<file path="config.mk">
export PLATFORM = sky130hd
export DESIGN_NAME = cbus_rr_arbiter
export DESIGN_NICKNAME = d
export VERILOG_FILES = /design/src/rtl/cbus_rr_arbiter.sv
export SDC_FILE = /design/constraint.sdc
export NUM_CORES = 1
export LEC_CHECK = 0
export ABC_AREA = 1
export BUFFER_PORTS_ARGS = -buffer_cell sky130_fd_sc_hd__buf_2
export CORE_AREA = 5 5 131 133
export DETAILED_ROUTE_END_ITERATION = 7
export DIE_AREA = 0 0 136 138
export GPL_TIMING_DRIVEN = 0
export PLACE_DENSITY = 0.43
export SKIP_CTS_REPAIR_TIMING = 1
export SLEW_MARGIN = 15
export SYNTH_ARGS = -nofsm -noshare
export SYNTH_HDL_FRONTEND = slang
export SYNTH_SLANG_ARGS = --single-unit
export TNS_END_PERCENT = 10
</file>
<file path="constraint.sdc">
create_clock -name clk -period 2 [get_ports clk]
set_input_delay 0.4 -clock clk [delete_from_list [all_inputs] [get_ports clk]]
set_output_delay 0.4 -clock clk [all_outputs]
set_load 0.005 [all_outputs]
</file>
<file path="src/rtl/cbus_rr_arbiter.sv">
// Round-robin arbiter sharing one CBus master port between N requesters, grant held for a full burst.
// Optional protocol checker (beat counter + sticky proto_err) is enabled by defining CBUS_ARB_CHECK_EN.

package cbus_pkg;
  typedef struct packed {
    logic        valid;
    logic        is_write;
    logic [1:0]  size;
    logic [31:0] addr;
    logic [3:0]  strobe;
    logic [31:0] data;
    logic [7:0]  len;
  } cbus_req_t;

  typedef struct packed {
    logic        ready;
    logic        last;
    logic [31:0] data;
  } cbus_resp_t;
endpackage

module cbus_rr_arbiter
  import cbus_pkg::*;
#(
  parameter int NUM_INPUTS = 2,
  parameter int IDX_W      = $clog2(NUM_INPUTS)
) (
  input  logic             clk,
  input  logic             reset,
  input  cbus_req_t        ireqs  [NUM_INPUTS],
  output cbus_resp_t       iresps [NUM_INPUTS],
  output cbus_req_t        oreq,
  input  cbus_resp_t       oresp,
  output logic [IDX_W-1:0] grant_idx,
  output logic             busy
`ifdef CBUS_ARB_CHECK_EN
  ,
  output logic             proto_err
`endif
);

  localparam int CW = IDX_W + 1;

  typedef enum logic {
    IDLE,
    BUSY
  } state_e;

  state_e           state_q;
  logic [IDX_W-1:0] sel_q;
  logic [IDX_W-1:0] sel_d;
  logic [IDX_W-1:0] rr_ptr_q;
  logic [IDX_W-1:0] rr_ptr_d;
  logic [CW-1:0]    cand;
  logic             any_valid;
  logic             release_txn;

  // Scan rr_ptr, rr_ptr+1, ... with explicit wrap so non-power-of-two counts work.
  always_comb begin
    any_valid = 1'b0;
    sel_d     = rr_ptr_q;
    cand      = '0;
    for (int k = 0; k < NUM_INPUTS; k++) begin
      cand = {1'b0, rr_ptr_q} + CW'(k);
      if (cand >= CW'(NUM_INPUTS)) begin
        cand = cand - CW'(NUM_INPUTS);
      end
      for (int j = 0; j < NUM_INPUTS; j++) begin
        if (!any_valid && (cand == CW'(j)) && ireqs[j].valid) begin
          any_valid = 1'b1;
          sel_d     = IDX_W'(j);
        end
      end
    end
  end

  assign rr_ptr_d    = (sel_q == IDX_W'(NUM_INPUTS - 1)) ? '0 : sel_q + 1'b1;
  assign release_txn = (state_q == BUSY) && oresp.ready && oresp.last;

  always_ff @(posedge clk) begin
    if (reset) begin
      state_q  <= IDLE;
      sel_q    <= '0;
      rr_ptr_q <= '0;
    end else begin
      case (state_q)
        IDLE: begin
          if (any_valid) begin
            sel_q   <= sel_d;
            state_q <= BUSY;
          end
        end
        BUSY: begin
          if (release_txn) begin
            state_q  <= IDLE;
            rr_ptr_q <= rr_ptr_d;
          end
        end
        default: state_q <= IDLE;
      endcase
    end
  end

  // The granted requester is wired straight through; everyone else sees an all-zero response.
  always_comb begin
    oreq = '0;
    for (int j = 0; j < NUM_INPUTS; j++) begin
      iresps[j] = '0;
      if ((state_q == BUSY) && (sel_q == IDX_W'(j))) begin
        oreq      = ireqs[j];
        iresps[j] = oresp;
      end
    end
  end

  assign busy      = (state_q == BUSY);
  assign grant_idx = sel_q;

`ifdef CBUS_ARB_CHECK_EN
  logic [8:0] beat_cnt_q;
  logic       proto_err_q;
  logic       err_len;
  logic       err_over;
  logic       err_valid;

  // beat_cnt_q counts beats already accepted, so the last beat must arrive with count == len.
  assign err_len   = busy && oresp.ready && oresp.last && (beat_cnt_q != {1'b0, oreq.len});
  assign err_over  = busy && oresp.ready && !oresp.last && (beat_cnt_q >= {1'b0, oreq.len});
  assign err_valid = busy && !oreq.valid;

  always_ff @(posedge clk) begin
    if (reset) begin
      beat_cnt_q  <= '0;
      proto_err_q <= 1'b0;
    end else begin
      if ((state_q == IDLE) && any_valid) begin
        beat_cnt_q <= '0;
      end else if (busy && oresp.ready && (beat_cnt_q != '1)) begin
        beat_cnt_q <= beat_cnt_q + 1'b1;
      end
      if (err_len || err_over || err_valid) begin
        proto_err_q <= 1'b1;
      end
    end
  end

  assign proto_err = proto_err_q;

`ifdef SIMULATION
  always_ff @(posedge clk) begin
    if (!reset && err_len)   $error("cbus_rr_arbiter: last with wrong beat count, sel=%0d", sel_q);
    if (!reset && err_over)  $error("cbus_rr_arbiter: beat count exceeds len, sel=%0d", sel_q);
    if (!reset && err_valid) $error("cbus_rr_arbiter: valid dropped during burst, sel=%0d", sel_q);
  end
`endif
`endif

endmodule

</file>
=== After elaboration in Yosys (flattened, before gate mapping) ===
Index checks and enable logic that the tools add are counted.

* Output and inout port bits: 150
* Word-level logic and storage cells: 49
* Input bits: 196
* Bits in registers: 3

* Muxes and demuxes: 18
* Bitwise logic cells: 2
* Equal/unequal tests: 2
* Reduce and logical (&&, ||, !) cells: 18
* $add $sub $neg: 4
* $lt $le $gt $ge: 2

{| class="wikitable"
|+ Operator list
! kind !! number
|-
| 2-to-1 mux 80 bit || 2
|-
| 2-to-1 mux 34 bit || 2
|-
| logical AND 1 bit || 11
|-
| 2-to-1 mux 1 bit || 11
|-
| == test 2 x 1 -> 1 bit, second input constant || 2
|-
| logical NOT 2 bit || 2
|-
| 2-to-1 mux 2 bit || 2
|-
| AND reduction 2 bit || 2
|-
| logical NOT 1 bit || 3
|-
| adder 1 x 1 -> 2 bit, second input constant || 1
|-
| greater-or-equal comparator 1 x 2 -> 1 bit, second input constant || 1
|-
| greater-or-equal comparator 2 bit, second input constant || 1
|-
| NOT 1 bit || 2
|-
| one-hot mux 1 bit (2 select lines) || 1
|-
| subtractor 1 x 2 -> 2 bit, second input constant || 1
|-
| subtractor 2 bit, second input constant || 1
|-
| adder 1 bit, second input constant || 1
|}

=== Logic depth before layout (Yosys ltp) ===
* Depth after elaboration: 19
* Mapped depth: 6

=== Worst setup path after synthesis ===
OpenSTA, ideal clock, no wires.

* Kind: register to output
* Start point: register state_q, in the netlist busy
* End point: output port iresps[10] (netlist bit)
* Slack: 0.718 ns
* Data required time: 1.600 ns
* Arrival: 0.882 ns
* Buffers on the path: 2
* Stages on the path, launching flop included: 5
* Cell sequence: dfxtp_1 buf_4 nand2_2 buf_2 nor2_1

{| class="wikitable"
|+ RTL lines
! what !! line !! text
|-
| from (decl) || 49 || <nowiki>state_e state_q;</nowiki>
|-
| from (signal assigned) || 82 || <nowiki>state_q <= IDLE;</nowiki>
|-
| from (signal assigned) || 90 || <nowiki>state_q <= BUSY;</nowiki>
|-
| from (signal assigned) || 95 || <nowiki>state_q <= IDLE;</nowiki>
|-
| to (decl) || 31 || <nowiki>output cbus_resp_t iresps [NUM_INPUTS],</nowiki>
|}

==> metrics.md <==
| Metric | Value |
|---|---|
| Post-synth top cells | nand3_1, nand2_1, nor2_1 |
| Max-Cap Viols | 0 |
| Largest net degree at the start of global routing | 11 |
| Final count of hold timing violations | 0 |
| PwrDens | 317 nW/um2 |
| Slowest-stage cell, CP | dfxtp_1 |
| Initial Util | 0.118 |
| Global route overflow | 0 |
| Final core occ | 0.251 |
| DR iter-0 viols | 88 |
| IR drop worst, VDD | 0.199 mV |
| Critical path class | reg2out |
| Crit. End Element | output port |
| Critical-path cell list | buf_6, inv_6, nand2_4, clkbuf_4, nor2_1, buf_2 |
| DR DRC count | 0 |
| Root Buffer | clkbuf_16 |
| Power share of the combinational group | 0.695 |
| Relative slew margins | 0.849 |
| H-tree depth | 1 |
| Leading register cell type out of synthesis | dfxtp_1 |
| Reg clk slew, reported paths | 0.03 ns |
| Crit-path max FO | 10 |
| Startpoint Class | register |
| Final hold slack | 0.375 ns |
| GRT Resource Usage Total | 0.142 |
| Via count | 3923 |
| Final WL | 14600 um |
| Tightest Hold Check Type | in2reg |
| Clock Sinks | 3 |
| Core Rows | 46 |
| Yosys warning total | 0 |
| Worst path required time | 1.60 ns |
| Vias in the first global route | 3803 |
| Setup violators final | 0 |
| Final min period | 1.86 ns |
| Worst-margin pin slew | 0.226 ns |
| Area leader, netlist | nand3_1 |
| Die ar. | 18800 um2 |
| Share of layout cells above drive strength 1 | 0.521 |
| Antenna Nets Post-Route | 0 |
| Cell Area, Synth | 1860 um2 |
| Worst skew pair latency | 0.22 ns |
| RSZ-0062 raised after global routing | no |
| Largest cells by area after synthesis | nand3_1, nand2_1, nor2_1 |
| EDFF count, synth | 0 |
| Vias per inst | 4.04 |
| Clk buf depth | 2 |
| Cell-internal power | 0.000720 W |
| Die H | 138 um |
| Slew Viols, Final | 0 |
| Static leakage | 2.81 nW |
| Seq pwr share | 0.054 |
| Syn Inst Count | 405 |
| Die width | 136 um |
| Drt wl/cell | 15.1 um |
| DR pass1 iterations | 4 |
| Nets | 951 |
| Worst R2R Setup Slack | 0.93 ns |
| Ratio of final minimum period to clock period | 0.928 |
| Core area | 15700 um2 |
| Async S/R FF share, synth | 0 |
| Initial antenna violation count | 1 |
| Share of the synthesized area in the top cell type | 0.434 |
| Status | complete, no violations |
| Non-filler cells, final | 971 |
| Top Ports | 346 |
| Num CTS Buffers | 3 |
| First-pass GRT wire length | 21100 um |
| Sw Share | 0.425 |
| CTS tree | done |
| Port bufs | 345 |
| Placed cells | 966 |
| Post-synthesis sequential area ratio | 0.0323 |
| Clock power frac | 0.251 |
| Area delta synth->final | 112% |
| Yosys reg bits | 3 |
| Critical Path AT | 1.46 ns |
| Clock Skew | 0.000515 ns |
| Most common cell in the netlist | nand3_1 |
| Synth cell types | 13 |
| P_sw | 0.000531 W |
| Detailed Place HPWL | 12400 um |
| Mapped Nets | 601 |
| Delay of the slowest critical-path stage | 0.33 ns |
| Placer Congestion | 0.777 |
| Synthesized area per cell | 4.59 um2 |
| Achievable Freq | 539 MHz |
registers in the layout, indices dropped and copies added, names as in the netlist:
register / flops
busy: 1
rr_ptr_q: 1
grant_idx: 1
placed cells by master, fill, tap and decap left out:
cell / netlist / routed
inv_2: 1 / 1
o21ai_0: 3 / 3
clkbuf_4: 0 / 2
buf_6: 0 / 1
inv_6: 0 / 1
clkbuf_16: 0 / 3
inv_1: 37 / 37
a21oi_1: 2 / 2
dfxtp_1: 3 / 3
nand2_1: 85 / 85
clkbuf_1: 0 / 1
nand2_4: 1 / 1
buf_2: 34 / 377
nor2_1: 69 / 69
nand2_2: 1 / 1
diode_2: 0 / 1
nand3_1: 161 / 161
buf_4: 7 / 6
cells by family after synthesis:
kind of cell	after synthesis	share of synthesized area
DFF	3	0.0323
AOI/OAI and AO/OA	5	0.0135
buffers and inverters	80	0.200
and+or+nand+nor	317	0.754
layout make-up:
cell class | count | area, um2
antenna | 1 | 2.50
tap | 216 | 270
inverter | 39 | 151
fill | 1898 | 11800
timing repair buffer | 345 | 1730
buffer | 41 | 231
multi-input combinational | 322 | 1430
clock buffer | 4 | 78.8
sequential | 3 | 60.1
power groups by stage:
stage	Sequential, W	Clock [W]	Combinational, W
5_1_grt	0.0000684	0.000332	0.000972
6_report	0.0000676	0.000314	0.000869
4_1_cts	0.0000677	0.000322	0.000884
3_5_place_dp	0.0000686	0	0.000879
2_1_floorplan	0.0000677	0	0.000382
3_3_place_gp	0.0000685	0	0.000889
metal layers:
layer  up-vias  track usage  share of wire  wire length [um]
met1      1693        0.149           0.37              5380
met3        12       0.0385           0.11              1570
met4         0       0.0366          0.017               253
met5         -            0              0                 0
li1       2003            -              -                 -
met2       215        0.272           0.51              7420
worst paths after layout:
check,from,end,cells after the start
max reg2reg,busy,busy,4
min,reset,grant_idx,2
max,grant_idx,iresps[37],6
min reg2reg,rr_ptr_q,rr_ptr_q,4
metrics by stage:
step / setup WS [ns] / cell area [um2] / power [W] / TNS [ns]
2_1_floorplan: 0.718 / 1860 / 0.000449 / 0
3_3_place_gp: 0.201 / 3850 / 0.000957 / 0
3_5_place_dp: 0.185 / 3850 / 0.000947 / 0
4_1_cts: -0.0485 / 3930 / 0.00127 / -0.0554
5_1_grt: 0.0235 / 3950 / 0.00137 / 0
6_report: 0.145 / 3950 / 0.00125 / 0
critical path: cells and delay by family, from the launching register on:
kind                   cells  cell delay, ns
buffers and inverters      4            0.65
DFF                        1            0.33
and+or+nand+nor            2            0.26
Power figures use the tool's default switching activity.
